[config.mk]
export PLATFORM = sky130hd
export DESIGN_NAME = note_key_scanner_flat
export DESIGN_NICKNAME = d
export VERILOG_FILES = /design/src/rtl/piano_pkg.sv /design/src/rtl/note_key_scanner_if.sv /design/src/rtl/note_key_scanner_key_debounce.sv /design/src/rtl/note_key_scanner.sv /design/src/flat_wrapper.sv
export SDC_FILE = /design/constraint.sdc
export NUM_CORES = 1
export LEC_CHECK = 0
export BUFFER_PORTS_ARGS = -buffer_cell sky130_fd_sc_hd__buf_2
export CORE_MARGIN = 4
export CORE_UTILIZATION = 24
export CTS_CLUSTER_SIZE = 10
export DETAILED_ROUTE_END_ITERATION = 8
export GPL_ROUTABILITY_DRIVEN = 0
export MAX_ROUTING_LAYER = met4
export PLACE_DENSITY = 0.41
export SYNTH_ARGS = -nofsm -noshare
export SYNTH_HDL_FRONTEND = slang
export SYNTH_SLANG_ARGS = --single-unit
[constraint.sdc]
create_clock -name clk -period 3.2 [get_ports clk]
set_input_delay 0.64 -clock clk [delete_from_list [all_inputs] [get_ports clk]]
set_output_delay 0.64 -clock clk [all_outputs]
set_load 0.01 [all_outputs]
[src/rtl/piano_pkg.sv]
// Shared definitions for the piano keyboard front end: key count, one-hot
// note codes (shared with the segment decoder) and the selector state type.
package piano_pkg;

  localparam int NUM_KEYS = 5;

  localparam logic [NUM_KEYS-1:0] NOTE_OFF = 5'b00000;
  localparam logic [NUM_KEYS-1:0] NOTE_C   = 5'b00001;
  localparam logic [NUM_KEYS-1:0] NOTE_D   = 5'b00010;
  localparam logic [NUM_KEYS-1:0] NOTE_E   = 5'b00100;
  localparam logic [NUM_KEYS-1:0] NOTE_F   = 5'b01000;
  localparam logic [NUM_KEYS-1:0] NOTE_G   = 5'b10000;

  typedef enum logic {
    IDLE = 1'b0,
    PLAY = 1'b1
  } sel_state_t;

  // Isolates the lowest set bit, so the result is always one-hot or zero.
  function automatic logic [NUM_KEYS-1:0] lowest_bit(input logic [NUM_KEYS-1:0] v);
    return v & (~v + 1'b1);
  endfunction

endpackage

[src/rtl/note_key_scanner_if.sv]
// Note bus from the key scanner to the note-letter segment decoder.
interface note_key_scanner_if;
  import piano_pkg::*;

  logic [NUM_KEYS-1:0] note_onehot;
  logic                note_valid;
  logic                note_change;
  logic [NUM_KEYS-1:0] key_stable;

  modport master (output note_onehot, note_valid, note_change, key_stable);
  modport slave  (input  note_onehot, note_valid, note_change, key_stable);

endinterface

[src/rtl/note_key_scanner_key_debounce.sv]
// One push-button: 2-flop synchronizer followed by a restart-on-glitch
// debounce counter that accepts a new level after DEBOUNCE_CYCLES samples.
module key_debounce #(
  parameter int DEBOUNCE_CYCLES = 1_000_000
) (
  input  logic clk,
  input  logic reset,
  input  logic key_raw,
  output logic key_stable
);

  localparam int CW = $clog2(DEBOUNCE_CYCLES);
  localparam logic [CW-1:0] CNT_LAST = CW'(DEBOUNCE_CYCLES - 1);

  logic          sync_meta_reg;
  logic          key_sync_reg;
  logic [CW-1:0] count_reg;
  logic          stable_reg;

  always_ff @(posedge clk) begin
    if (reset) begin
      sync_meta_reg <= 1'b0;
      key_sync_reg  <= 1'b0;
      count_reg     <= '0;
      stable_reg    <= 1'b0;
    end else begin
      sync_meta_reg <= key_raw;
      key_sync_reg  <= sync_meta_reg;
      if (key_sync_reg != stable_reg) begin
        // Terminal count is reached before any wrap could happen.
        if (count_reg == CNT_LAST) begin
          stable_reg <= key_sync_reg;
          count_reg  <= '0;
        end else begin
          count_reg <= count_reg + CW'(1);
        end
      end else begin
        count_reg <= '0;
      end
    end
  end

  assign key_stable = stable_reg;

endmodule

[src/rtl/note_key_scanner.sv]
// Five debounced piano keys feeding a last-pressed-wins selector that drives
// a one-hot (or OFF) note code toward the segment decoder.
module note_key_scanner
  import piano_pkg::*;
#(
  parameter int DEBOUNCE_CYCLES = 1_000_000
) (
  input  logic                clk,
  input  logic                reset,
  input  logic [NUM_KEYS-1:0] key_raw,
  note_key_scanner_if.master  notes
);

  logic [NUM_KEYS-1:0] key_stable;

  generate
    for (genvar gi = 0; gi < NUM_KEYS; gi++) begin : g_key
      key_debounce #(
        .DEBOUNCE_CYCLES(DEBOUNCE_CYCLES)
      ) u_debounce (
        .clk       (clk),
        .reset     (reset),
        .key_raw   (key_raw[gi]),
        .key_stable(key_stable[gi])
      );
    end
  endgenerate

  sel_state_t          state_reg, state_next;
  logic [NUM_KEYS-1:0] stable_prev_reg;
  logic [NUM_KEYS-1:0] note_reg, note_next;
  logic                valid_reg;
  logic                change_reg;
  logic [NUM_KEYS-1:0] press;
  logic [NUM_KEYS-1:0] release_ev;

  assign press      = key_stable & ~stable_prev_reg;
  assign release_ev = ~key_stable & stable_prev_reg;

  // Presses take priority over any release in the same cycle.
  always_comb begin
    state_next = state_reg;
    note_next  = note_reg;
    if (|press) begin
      state_next = PLAY;
      note_next  = lowest_bit(press);
    end else if (state_reg == PLAY && |(release_ev & note_reg)) begin
      if (|key_stable) begin
        note_next = lowest_bit(key_stable);
      end else begin
        state_next = IDLE;
        note_next  = NOTE_OFF;
      end
    end
  end

  always_ff @(posedge clk) begin
    if (reset) begin
      state_reg       <= IDLE;
      stable_prev_reg <= '0;
      note_reg        <= NOTE_OFF;
      valid_reg       <= 1'b0;
      change_reg      <= 1'b0;
    end else begin
      state_reg       <= state_next;
      stable_prev_reg <= key_stable;
      note_reg        <= note_next;
      valid_reg       <= |note_next;
      change_reg      <= (note_next != note_reg);
    end
  end

  assign notes.note_onehot = note_reg;
  assign notes.note_valid  = valid_reg;
  assign notes.note_change = change_reg;
  assign notes.key_stable  = key_stable;

endmodule

[src/flat_wrapper.sv]
// flat-port wrapper written by rule: the top's interface ports become plain ports
module note_key_scanner_flat import piano_pkg::*;
#(
  parameter int DEBOUNCE_CYCLES = 1_000_000
)
  (clk, reset, key_raw, notes_note_onehot, notes_note_valid, notes_note_change, notes_key_stable);
  note_key_scanner_if notes_i ();
  input  logic clk;
  input  logic reset;
  input  logic [NUM_KEYS-1:0] key_raw;
  output wire logic [$bits(notes_i.note_onehot)-1:0] notes_note_onehot;
  output wire logic [$bits(notes_i.note_valid)-1:0] notes_note_valid;
  output wire logic [$bits(notes_i.note_change)-1:0] notes_note_change;
  output wire logic [$bits(notes_i.key_stable)-1:0] notes_key_stable;
  assign notes_note_onehot = notes_i.note_onehot;
  assign notes_note_valid = notes_i.note_valid;
  assign notes_note_change = notes_i.note_change;
  assign notes_key_stable = notes_i.key_stable;
  note_key_scanner #(.DEBOUNCE_CYCLES(DEBOUNCE_CYCLES)) u_core (.clk(clk), .reset(reset), .key_raw(key_raw), .notes(notes_i));
endmodule
==> results of run 1 <==
==> worst max-delay path, stage by stage (launching register included) <==
cell	delay, ns
dfxtp_1	0.48
nand2b_1	0.25
nand4_1	0.27
nor2_1	0.45
a41oi_1	0.28
a211oi_1	0.27
a41oi_1	0.18
==> cell usage in the layout, fill, tap and decap left out, types with 4 or more instances in the layout <==
cell,count
buf_2,18
and2_1,5
a21oi_1,4
and3_1,22
clkbuf_16,17
xor2_1,58
nor2_1,134
nor2b_1,20
xnor2_1,37
clkinv_2,4
o21ai_0,5
nor3_1,7
or3_1,8
and4_1,7
mux2i_1,5
dfxtp_1,128
nor4_1,8
inv_1,12
nor4b_1,6
nand2b_1,5
nand3_1,38
nand2_1,50
nand4_1,18
ha_1,5
==> logic make-up after synthesis <==
logic type               synth area share [%]
multiplexers                            0.883
XOR/XNOR                                 14.7
AO/OA/AOI/OAI                            4.85
buffers and inverters                    3.04
AND/OR/NAND/NOR                          30.3
flip-flops                               45.2
adder cells (fa/ha/maj)                  1.10
==> path summary, 6_finish.rpt <==
kind,start,to,slack [ns],cells after the start
setup reg to reg,u_core.g_key[0].u_debounce.key_stable$_SDFFE_PP0P_,u_core.notes.note_valid$_SDFF_PP0_,0.88,6
hold / removal,u_core.g_key[3].u_debounce.sync_meta_reg$_SDFF_PP0_,u_core.g_key[3].u_debounce.key_sync_reg$_SDFF_PP0_,0.43,1
hold reg to reg,u_core.g_key[3].u_debounce.sync_meta_reg$_SDFF_PP0_,u_core.g_key[3].u_debounce.key_sync_reg$_SDFF_PP0_,0.43,1
setup / recovery,u_core.g_key[0].u_debounce.key_stable$_SDFFE_PP0P_,u_core.notes.note_valid$_SDFF_PP0_,0.88,6
==> routing by layer <==
layer  vias to the layer above  global-route usage (%)  share of wire (%)
met3                        14                    3.40                4.1
met2                        63                    14.9                 47
met1                      1979                    11.4                 47
met5                         -                       -                  0
li1                       2202                       -                  -
met4                         0                    3.88                1.8
==> synth_stat cells (3+ instances only) <==
library cell,instances
clkbuf_1,7
inv_1,12
buf_2,9
and3_1,22
nand3_1,38
or3_1,8
o41ai_1,3
nor4b_1,6
o21ai_0,5
nand2_1,50
nand4_1,18
xor2_1,58
and2_1,5
a21oi_1,4
ha_1,5
nand2b_1,5
nor4_1,8
dfxtp_1,128
nor3_1,7
and4_1,7
nor2_1,134
mux2i_1,5
nor2b_1,20
o2111ai_1,3
buf_4,6
xnor2_1,37
==> final cells by class <==
type,instances,area [um2]
tap,313,392
sequential,128,2560
inverter,12,45.0
fill,2445,16300
clock inverter,10,111
clock buffer,22,464
multi-input combinational,482,2940
timing repair buffer,19,97.6
==> power breakdown <==
part / switching (mW) / internal [mW] / leakage (nW) / total (mW)
clock network: 0.687 / 1.18 / 0.276 / 1.87
logic: 0.0296 / 0.0178 / 0.874 / 0.0474
registers: 0.00814 / 1.61 / 1.03 / 1.61
==> stage by stage <==
step | hold WS (ns) | instance area [um2] | std cells | total power [mW]
CTS | 0.433 | 6610 | 986 | 3.60
floorplan | 0.413 | 5670 | 645 | 1.68
detailed placement | 0.423 | 6030 | 954 | 1.70
finish | 0.435 | 6610 | 986 | 3.53
global placement | 0.423 | 6030 | 954 | 1.70
global route | 0.447 | 6610 | 986 | 3.68
==> impl_results.md, run 1 <==
- Worst setup margin: 0.877 ns
- Worst clock skew: 0.00600 ns
- Vias: 4258
- Startpoint Class: flop
- Yosys reg bits: 128
- Peak VDD IR: 0.351 mV
- Crit path kind: flop to flop
- First-pass GRT wire length: 20.0 mm
- Fmax achieved: 431 MHz
- CTS H-tree depth: 4
- Clk pin slew, worst setup/hold paths: 0.05 ns
- Final Util: 28.8%
- CP max FO: 16
- Initial antenna violation count: 0
- Share of post-route cells with drive strength above 1: 9.06%
- Max transition margin: 54.8%
- Critical Path RT: 3.46 ns
- RSZ-0062 raised after global routing: no
- Post-cts gate resize count: 0
- Area grow syn2layout: 16.5%
- 1st-iter DRT viols: 227
- Initial core utilization: 24.7%
- Top Ports: 19
- Yosys top cell area share: 45.2%
- EDFF count, synth: 0
- DRT Pass-1 Iters: 4
- DRC: 0
- CTS max path bufs: 2
- Clock Latency Late Sink: 0.41 ns
- Sequential area share after synthesis: 45.2%
- Clk sink count: 128
- Synth top area cells: dfxtp_1 45%, xor2_1 9.0%, nor2_1 8.9%, xnor2_1 5.7%, nand3_1 3.4%
- IO buf count: 18
- FFs w/ async S/R, synth: 0%
- Pin count of the biggest net entering global routing: 24
- CORE AREA: 22900 um2
- Post-layout nets: 672
- Worst-Margin Slew: 0.678 ns
- Worst hold path class: flop to flop
- Final hold violation count: 0
- Clock root cell: clkbuf_16
- TNS Setup: 0 ns
- Final Max Slew Viols: 0
- Avg Inst Size Synth: 8.79 um2
- Cell accounting for the most synthesized area: dfxtp_1
- Arrival @ worst endpoint: 2.59 ns
- Row count: 55
- Total gr overflow: 0
- Power Density: 534 nW/um2
- Final ANT Viol Nets: 0
- Top FF cell, synth: dfxtp_1
- Cells after synthesis: 645
- CTS Hold Bufs: 0
- Syn_nets: 657
- Die area: 26200 um2
- Average wire per standard cell: 11.7 um
- Synth warnings: 0
- DP HPWL: 8.07 mm
- Final Cycle Share: 72.6%
- Crit. End Element: flop
- Largest register FFs: 100
- CTS Buf Count: 17
- Die X-Extent: 162 um
- Mapped Area: 5670 um2
- Vias in the first global route: 4215
- CTS tree: done
- Overall global routing resource usage: 9.57%
- Dpl ws: 0.846 ns
- # Post-CTS Setup Buffers: 0
- Synth cell types: 52
- Status: finished, final reports clean
- Final setup fails: 0
- Maxcap violations: 0
- Min Clock Period, post-route: 2.32 ns
- Die extent in y: 162 um
- Pleak: 2.18 nW
- Detailed Route WL: 11.5 mm
- Ant. Diodes: 0
- Vias per Instance: 4.32
Power figures use the tool's default switching activity.
==> inputs of run 2 (changes only) <==
==> constraint.sdc (replaced) <==
create_clock -name clk -period 2.3 [get_ports clk]
set_input_delay 0.46 -clock clk [delete_from_list [all_inputs] [get_ports clk]]
set_output_delay 0.46 -clock clk [all_outputs]
set_load 0.01 [all_outputs]
==> run 2 against run 1 <==
Die area unchanged. Global-route usage down 0.12 points. Clock skew up 0.0024 ns. Total power up 34%. Register-to-register slack worse by 0.68 ns. Routed wire length down 0.32%. Clock-buffer cell count unchanged. Final cell count up 1.0%. Combinational power up 43%. Critical path depth unchanged.
==> impl_results.md, run 2 (synthesized netlist as in run 1, its figures left out) <==
- Clock network fraction of design power: 50.9%
- Pin count of the biggest net entering global routing: 25
- CORE AREA: 22900 um2
- Hold path startpoint: key_raw[4]
- Metal3 WL: 445 um
- CTS Buf Count: 17
- Area grow syn2layout: 17.2%
- Row count: 55
- Part of the power in combinational logic: 1.4%
- Top Ports: 19
- Cell Int Power: 3.71 mW
- Commonest non-fill, non-tap cells in the layout: 133 x nor2_1, 128 x dfxtp_1, 58 x xor2_1
- Sw frac: 21.3%
- Crit. path cell count: 6
- Final setup fails: 0
- Worst Reg-to-Reg Cells: 6
- Peak VDD IR: 0.449 mV
- IO buf count: 18
- Initial antenna violation count: 0
- CTS H-tree depth: 4
- Power Density: 709 nW/um2
- Worst reg2reg path startpoint: u_core.g_key[0].u_debounce.key_stable$_SDFFE_PP0P_
- Clock root cell: clkbuf_16
- Met2 routed WL: 5.38 mm
- Total gr overflow: 0
- DRC: 0
- Max transition margin: 56.0%
- 1st-iter DRT viols: 254
- Fmax achieved: 476 MHz
- Critical path startpoint: u_core.g_key[0].u_debounce.key_stable$_SDFFE_PP0P_
- Status: finished, final reports clean
- Detailed Route WL: 11.5 mm
- R2R setup slack: 0.20 ns
- Worst-Margin Slew: 0.655 ns
- Initial core utilization: 24.7%
- Pleak: 2.21 nW
- CP top delay family: simple AND/OR/NAND/NOR gates
- Average wire per standard cell: 11.5 um
- Crit. End Element: flop
- CTS tree: done
- Final hold violation count: 0
- Largest register FFs: 100
- Final Cycle Share: 91.3%
- Post-layout nets: 682
- Clock Latency Late Sink: 0.41 ns
- Ant. Diodes: 0
- Startpoint Class: flop
- Top sig layer: met4
- Crit path kind: flop to flop
- Min Clock Period, post-route: 2.10 ns
- Vias in the first global route: 4173
- Worst hold stages: 2
- Die X-Extent: 162 um
- Net Switching: 1.00 mW
- CP Cell Sequence: nand2b_1 > nand4_1 > nor4_1 > o21a_1 > o221ai_1 > a41oi_2
- CP max FO: 16
- Leading cell type in the layout, fill and taps excluded: nor2_1
- CP max stage cell: dfxtp_1
- Die extent in y: 162 um
- Maxcap violations: 0
- CTS max path bufs: 2
- Share of post-route cells with drive strength above 1: 10.7%
- Vias: 4302
- DRT Pass-1 Iters: 4
- Crit-path max cell delay: 0.46 ns
- Fin cells: 996
- Final Max Slew Viols: 0
- Clk sink count: 128
- Vias per Instance: 4.32
- RSZ-0062 raised after global routing: no
- DP HPWL: 8.07 mm
- Worst Path Buf+Inv: 0
- # Post-CTS Setup Buffers: 0
- Clk pin slew, worst setup/hold paths: 0.06 ns
- Placed Cells: 964
- Register area: 2560 um2
- Arrival @ worst endpoint: 2.43 ns
- First-pass GRT wire length: 19.7 mm
- Overall global routing resource usage: 9.45%
- TNS Setup: 0 ns
- M1 WL: 5.47 mm
- Final ANT Viol Nets: 0
- Post-cts gate resize count: 0
- Worst hold path class: input pin to flop
- Fill count: 2412
- Worst clock skew: 0.00843 ns
- Reg power frac: 47.6%
- CTS Hold Bufs: 0
- Die area: 26200 um2
- Area occupied by multi-input gates: 2940 um2
- Critical Path RT: 2.63 ns
==> run 2: cell types whose count changed in the layout (fill, tap and decap cells not counted) <==
cell,previous run,this run
buf_4,1,11
nor2_1,134,133
clkbuf_1,3,2
bufinv_16,2,0
nor2_2,0,1
clkinvlp_4,3,5
clkinv_2,4,5
clkinv_4,1,0
clkbuf_8,2,3
==> run 2: final timing paths <==
path	endpoint
max	u_core.notes.note_change$_SDFF_PP0_
min	u_core.g_key[4].u_debounce.sync_meta_reg$_SDFF_PP0_
max reg2reg	u_core.notes.note_change$_SDFF_PP0_
min reg2reg	u_core.g_key[1].u_debounce.key_sync_reg$_SDFF_PP0_
==> run 2: final cells by class <==
cell class	count	area share, %
sequential	128	38.6
inverter	12	0.678
clock buffer	22	7.13
timing repair buffer	29	2.60
tap	313	5.89
clock inverter	10	0.941
multi-input combinational	482	44.2
==> run 2: stage by stage <==
stage / setup WS [ns] / util [%] / hold slack, ns / instance area [um2] / power (mW)
final: 0.201 / 29.0 / 0.271 / 6650 / 4.71
after global routing: 0.0852 / 29.0 / 0.252 / 6650 / 4.92
after CTS: 0.201 / 29.0 / 0.249 / 6640 / 4.81
after detailed placement: 0.195 / 26.7 / 0.430 / 6110 / 2.36
after global placement: 0.271 / 26.7 / 0.421 / 6110 / 2.36
after floorplan: 0.548 / - / 0.413 / 5670 / 2.33
==> run 2: power by group through the flow <==
| stage | Combinational [mW] | Clock, mW | Sequential, mW |
|---|---|---|---|
| after floorplan | 0.0428 | 0 | 2.29 |
| after global placement | 0.0708 | 0 | 2.29 |
| after detailed placement | 0.0705 | 0 | 2.29 |
| after CTS | 0.0706 | 2.49 | 2.24 |
| after global routing | 0.0769 | 2.60 | 2.25 |
| final | 0.0678 | 2.40 | 2.24 |
==> run 2: per-layer routing <==
layer  track usage, %  vias to the layer above
li1                 -                     2225
met5                -                        -
met3             3.27                        9
met2             14.8                       50
met4             3.31                        0
met1             11.4                     2018
